===== src/rtl/led_string_rx_pkg.sv =====
// Shared WS2812 timing constants (clk_20 cycles) and the receiver state type.
// The string transmitter uses the same constants so both ends agree on bit timing.
package led_string_rx_pkg;

  localparam int T0H    = 8;
  localparam int T1H    = 16;
  localparam int TBIT   = 25;
  localparam int TRESET = 1000;

  typedef enum logic [1:0] {
    ST_SYNC = 2'd0,
    ST_LOW  = 2'd1,
    ST_HIGH = 2'd2
  } rx_state_e;

endpackage


===== src/rtl/led_string_rx_sync_2ff.sv =====
// Generic two-flop synchronizer for a single asynchronous input.
module sync_2ff (
  input  logic clk,
  input  logic reset,
  input  logic d,
  output logic q
);

  logic meta_q, meta_d;
  logic sync_q, sync_d;

  always_comb begin
    meta_d = d;
    sync_d = meta_q;
  end

  always_ff @(posedge clk) begin
    if (reset) begin
      meta_q <= 1'b0;
      sync_q <= 1'b0;
    end else begin
      meta_q <= meta_d;
      sync_q <= sync_d;
    end
  end

  assign q = sync_q;

endmodule


===== src/rtl/led_string_rx.sv =====
// WS2812-style single-wire receiver: measures high pulse widths, rebuilds 24-bit
// pixel words and reports pixels, frame latches and line errors as 1-cycle strobes.
//
// state | meaning
// SYNC  | waiting for a full reset-length low before trusting the line
// LOW   | line low: bit gap, or latch once the low reaches T_RESET
// HIGH  | line high: measuring a data pulse
module led_string_rx
  import led_string_rx_pkg::*;
#(
  parameter int T_MIN_HIGH   = 3,
  parameter int T_THRESH     = (T0H + T1H) / 2,
  parameter int T_MAX_HIGH   = TBIT - 1,
  parameter int T_RESET      = TRESET,
  parameter int BITS_PER_LED = 24,
  parameter int COUNT_WIDTH  = 16
) (
  input  logic                    clk,
  input  logic                    reset,
  input  logic                    sdi,
  output logic [BITS_PER_LED-1:0] pixel_data,
  output logic                    pixel_valid,
  output logic                    frame_done,
  output logic [COUNT_WIDTH-1:0]  led_count,
  output logic                    err_glitch,
  output logic                    err_timing,
  output logic                    err_partial
);

  localparam int CNT_W = $clog2(T_RESET + 1);
  localparam int BIT_W = $clog2(BITS_PER_LED);
  localparam logic [CNT_W-1:0] CNT_SAT   = CNT_W'(T_RESET);
  localparam logic [CNT_W-1:0] CNT_LATCH = CNT_W'(T_RESET - 1);

  logic s;
  logic s_q, s_d;
  logic rise_q, rise_d;
  logic fall_q, fall_d;
  logic [CNT_W-1:0] cnt_q, cnt_d;
  rx_state_e state_q, state_d;
  logic [BITS_PER_LED-1:0] shift_q, shift_d;
  logic [BIT_W-1:0] bits_q, bits_d;
  logic [COUNT_WIDTH-1:0] pixels_q, pixels_d;
  logic [BITS_PER_LED-1:0] pixel_data_q, pixel_data_d;
  logic [COUNT_WIDTH-1:0] led_count_q, led_count_d;
  logic pixel_valid_q, pixel_valid_d;
  logic frame_done_q, frame_done_d;
  logic err_glitch_q, err_glitch_d;
  logic err_timing_q, err_timing_d;
  logic err_partial_q, err_partial_d;
  logic line_edge;
  logic latch;

  sync_2ff u_sync (
    .clk   (clk),
    .reset (reset),
    .d     (sdi),
    .q     (s)
  );

  always_comb begin
    s_d    = s;
    rise_d = s & ~s_q;
    fall_d = ~s & s_q;

    // Edges are registered, so s_q is the line level aligned with rise_q/fall_q.
    line_edge = rise_q | fall_q;
    if (line_edge)              cnt_d = CNT_W'(1);
    else if (cnt_q != CNT_SAT)  cnt_d = cnt_q + CNT_W'(1);
    else                        cnt_d = cnt_q;

    // Fires only on the step into saturation, so each low period latches once.
    latch = ~s_q & ~line_edge & (cnt_q == CNT_LATCH);

    state_d       = state_q;
    shift_d       = shift_q;
    bits_d        = bits_q;
    pixels_d      = pixels_q;
    pixel_data_d  = pixel_data_q;
    led_count_d   = led_count_q;
    pixel_valid_d = 1'b0;
    frame_done_d  = 1'b0;
    err_glitch_d  = 1'b0;
    err_timing_d  = 1'b0;
    err_partial_d = 1'b0;

    case (state_q)
      ST_SYNC: begin
        if (latch) state_d = ST_LOW;
      end
      ST_LOW: begin
        if (rise_q) begin
          state_d = ST_HIGH;
        end else if (latch) begin
          err_partial_d = (bits_q != '0);
          if (pixels_q != '0) begin
            frame_done_d = 1'b1;
            led_count_d  = pixels_q;
          end
          bits_d   = '0;
          pixels_d = '0;
        end
      end
      ST_HIGH: begin
        if (cnt_q > CNT_W'(T_MAX_HIGH)) begin
          err_timing_d = 1'b1;
          bits_d       = '0;
          state_d      = ST_SYNC;
        end else if (fall_q) begin
          state_d = ST_LOW;
          if (cnt_q < CNT_W'(T_MIN_HIGH)) begin
            err_glitch_d = 1'b1;
          end else begin
            shift_d = {shift_q[BITS_PER_LED-2:0], (cnt_q >= CNT_W'(T_THRESH))};
            if (bits_q == BIT_W'(BITS_PER_LED - 1)) begin
              pixel_data_d  = shift_d;
              pixel_valid_d = 1'b1;
              bits_d        = '0;
              if (pixels_q != {COUNT_WIDTH{1'b1}}) pixels_d = pixels_q + COUNT_WIDTH'(1);
            end else begin
              bits_d = bits_q + BIT_W'(1);
            end
          end
        end
      end
      default: state_d = ST_SYNC;
    endcase
  end

  always_ff @(posedge clk) begin
    if (reset) begin
      s_q           <= 1'b0;
      rise_q        <= 1'b0;
      fall_q        <= 1'b0;
      cnt_q         <= '0;
      state_q       <= ST_SYNC;
      shift_q       <= '0;
      bits_q        <= '0;
      pixels_q      <= '0;
      pixel_data_q  <= '0;
      led_count_q   <= '0;
      pixel_valid_q <= 1'b0;
      frame_done_q  <= 1'b0;
      err_glitch_q  <= 1'b0;
      err_timing_q  <= 1'b0;
      err_partial_q <= 1'b0;
    end else begin
      s_q           <= s_d;
      rise_q        <= rise_d;
      fall_q        <= fall_d;
      cnt_q         <= cnt_d;
      state_q       <= state_d;
      shift_q       <= shift_d;
      bits_q        <= bits_d;
      pixels_q      <= pixels_d;
      pixel_data_q  <= pixel_data_d;
      led_count_q   <= led_count_d;
      pixel_valid_q <= pixel_valid_d;
      frame_done_q  <= frame_done_d;
      err_glitch_q  <= err_glitch_d;
      err_timing_q  <= err_timing_d;
      err_partial_q <= err_partial_d;
    end
  end

  assign pixel_data  = pixel_data_q;
  assign pixel_valid = pixel_valid_q;
  assign frame_done  = frame_done_q;
  assign led_count   = led_count_q;
  assign err_glitch  = err_glitch_q;
  assign err_timing  = err_timing_q;
  assign err_partial = err_partial_q;

endmodule

===== config.mk =====
export PLATFORM = sky130hd
export DESIGN_NAME = led_string_rx
export DESIGN_NICKNAME = d
export VERILOG_FILES = /design/src/rtl/led_string_rx_pkg.sv /design/src/rtl/led_string_rx_sync_2ff.sv /design/src/rtl/led_string_rx.sv
export SDC_FILE = /design/constraint.sdc
export NUM_CORES = 1
export LEC_CHECK = 0
export CAP_MARGIN = 0
export CORE_MARGIN = 4
export CORE_UTILIZATION = 50
export DETAILED_ROUTE_END_ITERATION = 16
export PLACE_DENSITY = 0.71
export SLEW_MARGIN = 20
export SYNTH_ARGS = -nofsm -noshare
export SYNTH_HDL_FRONTEND = slang
export SYNTH_SLANG_ARGS = --single-unit

===== constraint.sdc =====
create_clock -name clk -period 2.55 [get_ports clk]
set_clock_uncertainty 0.2 [all_clocks]
set_input_delay 0.51 -clock clk [delete_from_list [all_inputs] [get_ports clk]]
set_output_delay 0.51 -clock clk [all_outputs]
set_load 0.005 [all_outputs]

==> results.ini <==
[cells_and_area]
nets = 548
design_area_sq_um = 5230
instances_no_fill = 649
drive_above_1_share_pct = 10.3
fill_cells = 742
area_delta_synth_final_pct = 20.5
antennaDiodeCount = 0

[worst_setup_path]
r2r_slack_ns = 0.08
critPathLaunch = cnt_q[7]
crit_path_end = pixels_q[15]
r2r-start = cnt_q[7]
worstSetupPathType = flop to flop
crit_arrival_ns = 2.56
reg2regPathDepth = 6
cp-end-kind = flop
startpoint_type = flop
reg2reg_to = pixels_q[15]
cp_data_required_time_ns = 2.64
critPathMaxFanout = 8

[placement]
portBuffers = 47
dpl-instance-area_sq_um = 5030
dp_hpwl_microns = 5950
place_ws_ns = 0.0274
place.gp.congestion = 0.878
dp_cells = 633

[clock_tree]
cts_setup_buffers = 0
clock_path_buffers = 2
htree_num_levels = 3
clk_latency_ns = 0.37
cts.repair.resized = 0
clock-root-buffer = clkbuf_8
path_clk_slew_ns = 0.10
holdBufCountCts = 0
cts_tree = done
cts_sinks = 106
numCtsBuffers = 9

[yosys]
yosys_warnings = 0
synth.cell_area_sq_um = 4340
synth_most_common_cell = dfxtp_1
ys_ff_latch = 106
synth.distinct_cells = 49
yosysTopAreaCell = dfxtp_1
yosysSeqAreaShare_pct = 48.9
syn_nets = 492
ys.flop_type = dfxtp_1
synth_top_area_share_pct = 48.9
synth-edff-count = 0
syn_inst = 483
async_flop_share_pct = 0
synth_area_leaders = dfxtp_1, mux2i_1, nand2_1, nor2_1, a21oi_1
synthTopCellsByCount = dfxtp_1, nand2_1, nor2_1, a21oi_1, mux2i_1
synth.avg_cell_area_sq_um = 8.99

[detailed_routing]
highest_layer = met4
first_pass_iters = 4
post_drt_wl_per_cell_microns = 13.1
viasPerCell = 5.36
wl_met2_microns = 4100
met1_length_microns = 4000
first_iter_violations = 116
route.detailed.drc = 0
routed-via-count = 3478
dr_wl_met3_microns = 274
routed_wl_microns = 8490
ant_nets = 0

[power_and_ir_drop]
power_w = 0.00271
swShare_pct = 23.9
ir_drop_uv = 288
switchingPower_w = 0.000647
clkPwrFrac_pct = 36.2
pwr_density_cell_nw_per_um2 = 518
p_int_w = 0.00206
pwr-share-comb_pct = 2.2
leakage_nw = 2.08
power_frac_seq_pct = 61.6

[timing]
period_needed_ns = 2.47
rsz0062_at_grt = yes
worst_pin_slew_ns = 0.669
fin_crit_sh_pct = 97.0
setup_viol = 0
setup_slack_ns = 0.0775
fmax_mhz = 404
max_slew_margin_pct = 55.0
hold_viol = 0
timing.final.max_slew_violations = 0
finalSetupTns_ns = 0

[min_path]
hold_class = flop to flop

[floorplan]
fp-row-count = 33
ios = 48
initial_utilization_pct = 52.0
die_x_microns = 101
fp.coreArea_sq_um = 8340
dieArea_sq_um = 10200
die_h_microns = 101

[grt]
first_global_vias = 3294
antenna_found_initial = 0
grt_use_total_pct = 17.2
grt_overflow = 0
grt_max_degree = 85
grt_pass1_wl_microns = 14500

[run]
max_cap_violations = 0

[run_status]
status = completed

state kept, by name, indices dropped and copies added (netlist names):
signal and count:
pixel_data 24, shift_q 23, led_count 16, pixels_q 16, cnt_q 10, bits_q 5
state_q 2, err_glitch 1, err_partial 1, err_timing 1, fall_q 1, frame_done 1
pixel_valid 1, rise_q 1, s_q 1, u_sync.meta_q 1, u_sync.q 1
per-stage QoR:
step	hold slack [ns]	util (%)
2_1_floorplan	0.188	-
3_3_place_gp	0.206	60.3
3_5_place_dp	0.213	60.3
4_1_cts	0.233	62.6
5_1_grt	0.254	62.7
6_report	0.225	62.7
critical path, cell delays in order (launching register included):
cell and delay, ns:
dfxtp_1 0.34, or4_4 0.56, a311oi_4 0.35, and2_2 0.27, a32oi_4 0.15, or3b_1 0.37, a21oi_1 0.15
cell families after synthesis:
| logic type | synth area share [%] |
|---|---|
| xor gates and xnor gates | 2.22 |
| muxes | 8.53 |
| and+or+nand+nor | 23.9 |
| DFF | 48.9 |
| buffers and inverters | 4.06 |
| adders and majority gates | 1.73 |
| AOI/OAI and AO/OA | 10.7 |
worst min-delay path by stage:
stage,start,end,slack [ns],cells after the start
2_1_floorplan,u_sync.q,fall_q,0.19,1
3_3_place_gp,u_sync.q,fall_q,0.21,1
3_5_place_dp,u_sync.q,fall_q,0.21,1
4_1_cts,u_sync.q,fall_q,0.23,1
5_1_grt,u_sync.q,fall_q,0.25,1
6_report,u_sync.q,fall_q,0.23,1
final cells by class:
cell class | instances | area (sq um) | area share [%]
flip-flops and latches | 106 | 2120 | 40.6
clock inverters | 6 | 61.3 | 1.17
well taps | 105 | 131 | 2.51
multi-input cells | 337 | 2050 | 39.3
repair buffers | 74 | 693 | 13.3
clock buffers | 10 | 128 | 2.44
inverters | 11 | 41.3 | 0.789
routing by layer:
metal | vias up | track usage, %
li1 | 1761 | -
met1 | 1654 | 21.9
met2 | 54 | 28.8
met3 | 9 | 4.20
met4 | 0 | 5.42
met5 | - | 0
placed cells by master (no fill, tap or decap), types with 11 or more instances in the layout:
cell type / count
dfxtp_1: 106
nand2_1: 67
nor2_1: 62
clkdlybuf4s50_1: 46
a21oi_1: 42
mux2i_1: 37
buf_4: 25
nand3_1: 13
inv_1: 11
nor3_1: 11
or3_1: 11
power groups by stage:
stage | Sequential (W) | Clock (W) | Combinational [W]
finish | 0.00167 | 0.000980 | 0.0000603
global route | 0.00167 | 0.00108 | 0.0000681
CTS | 0.00167 | 0.00101 | 0.0000612
detailed placement | 0.00170 | 0 | 0.0000611
global placement | 0.00170 | 0 | 0.0000596
floorplan | 0.00170 | 0 | 0.0000451
Note: power is estimated with default switching activity, not from simulation.
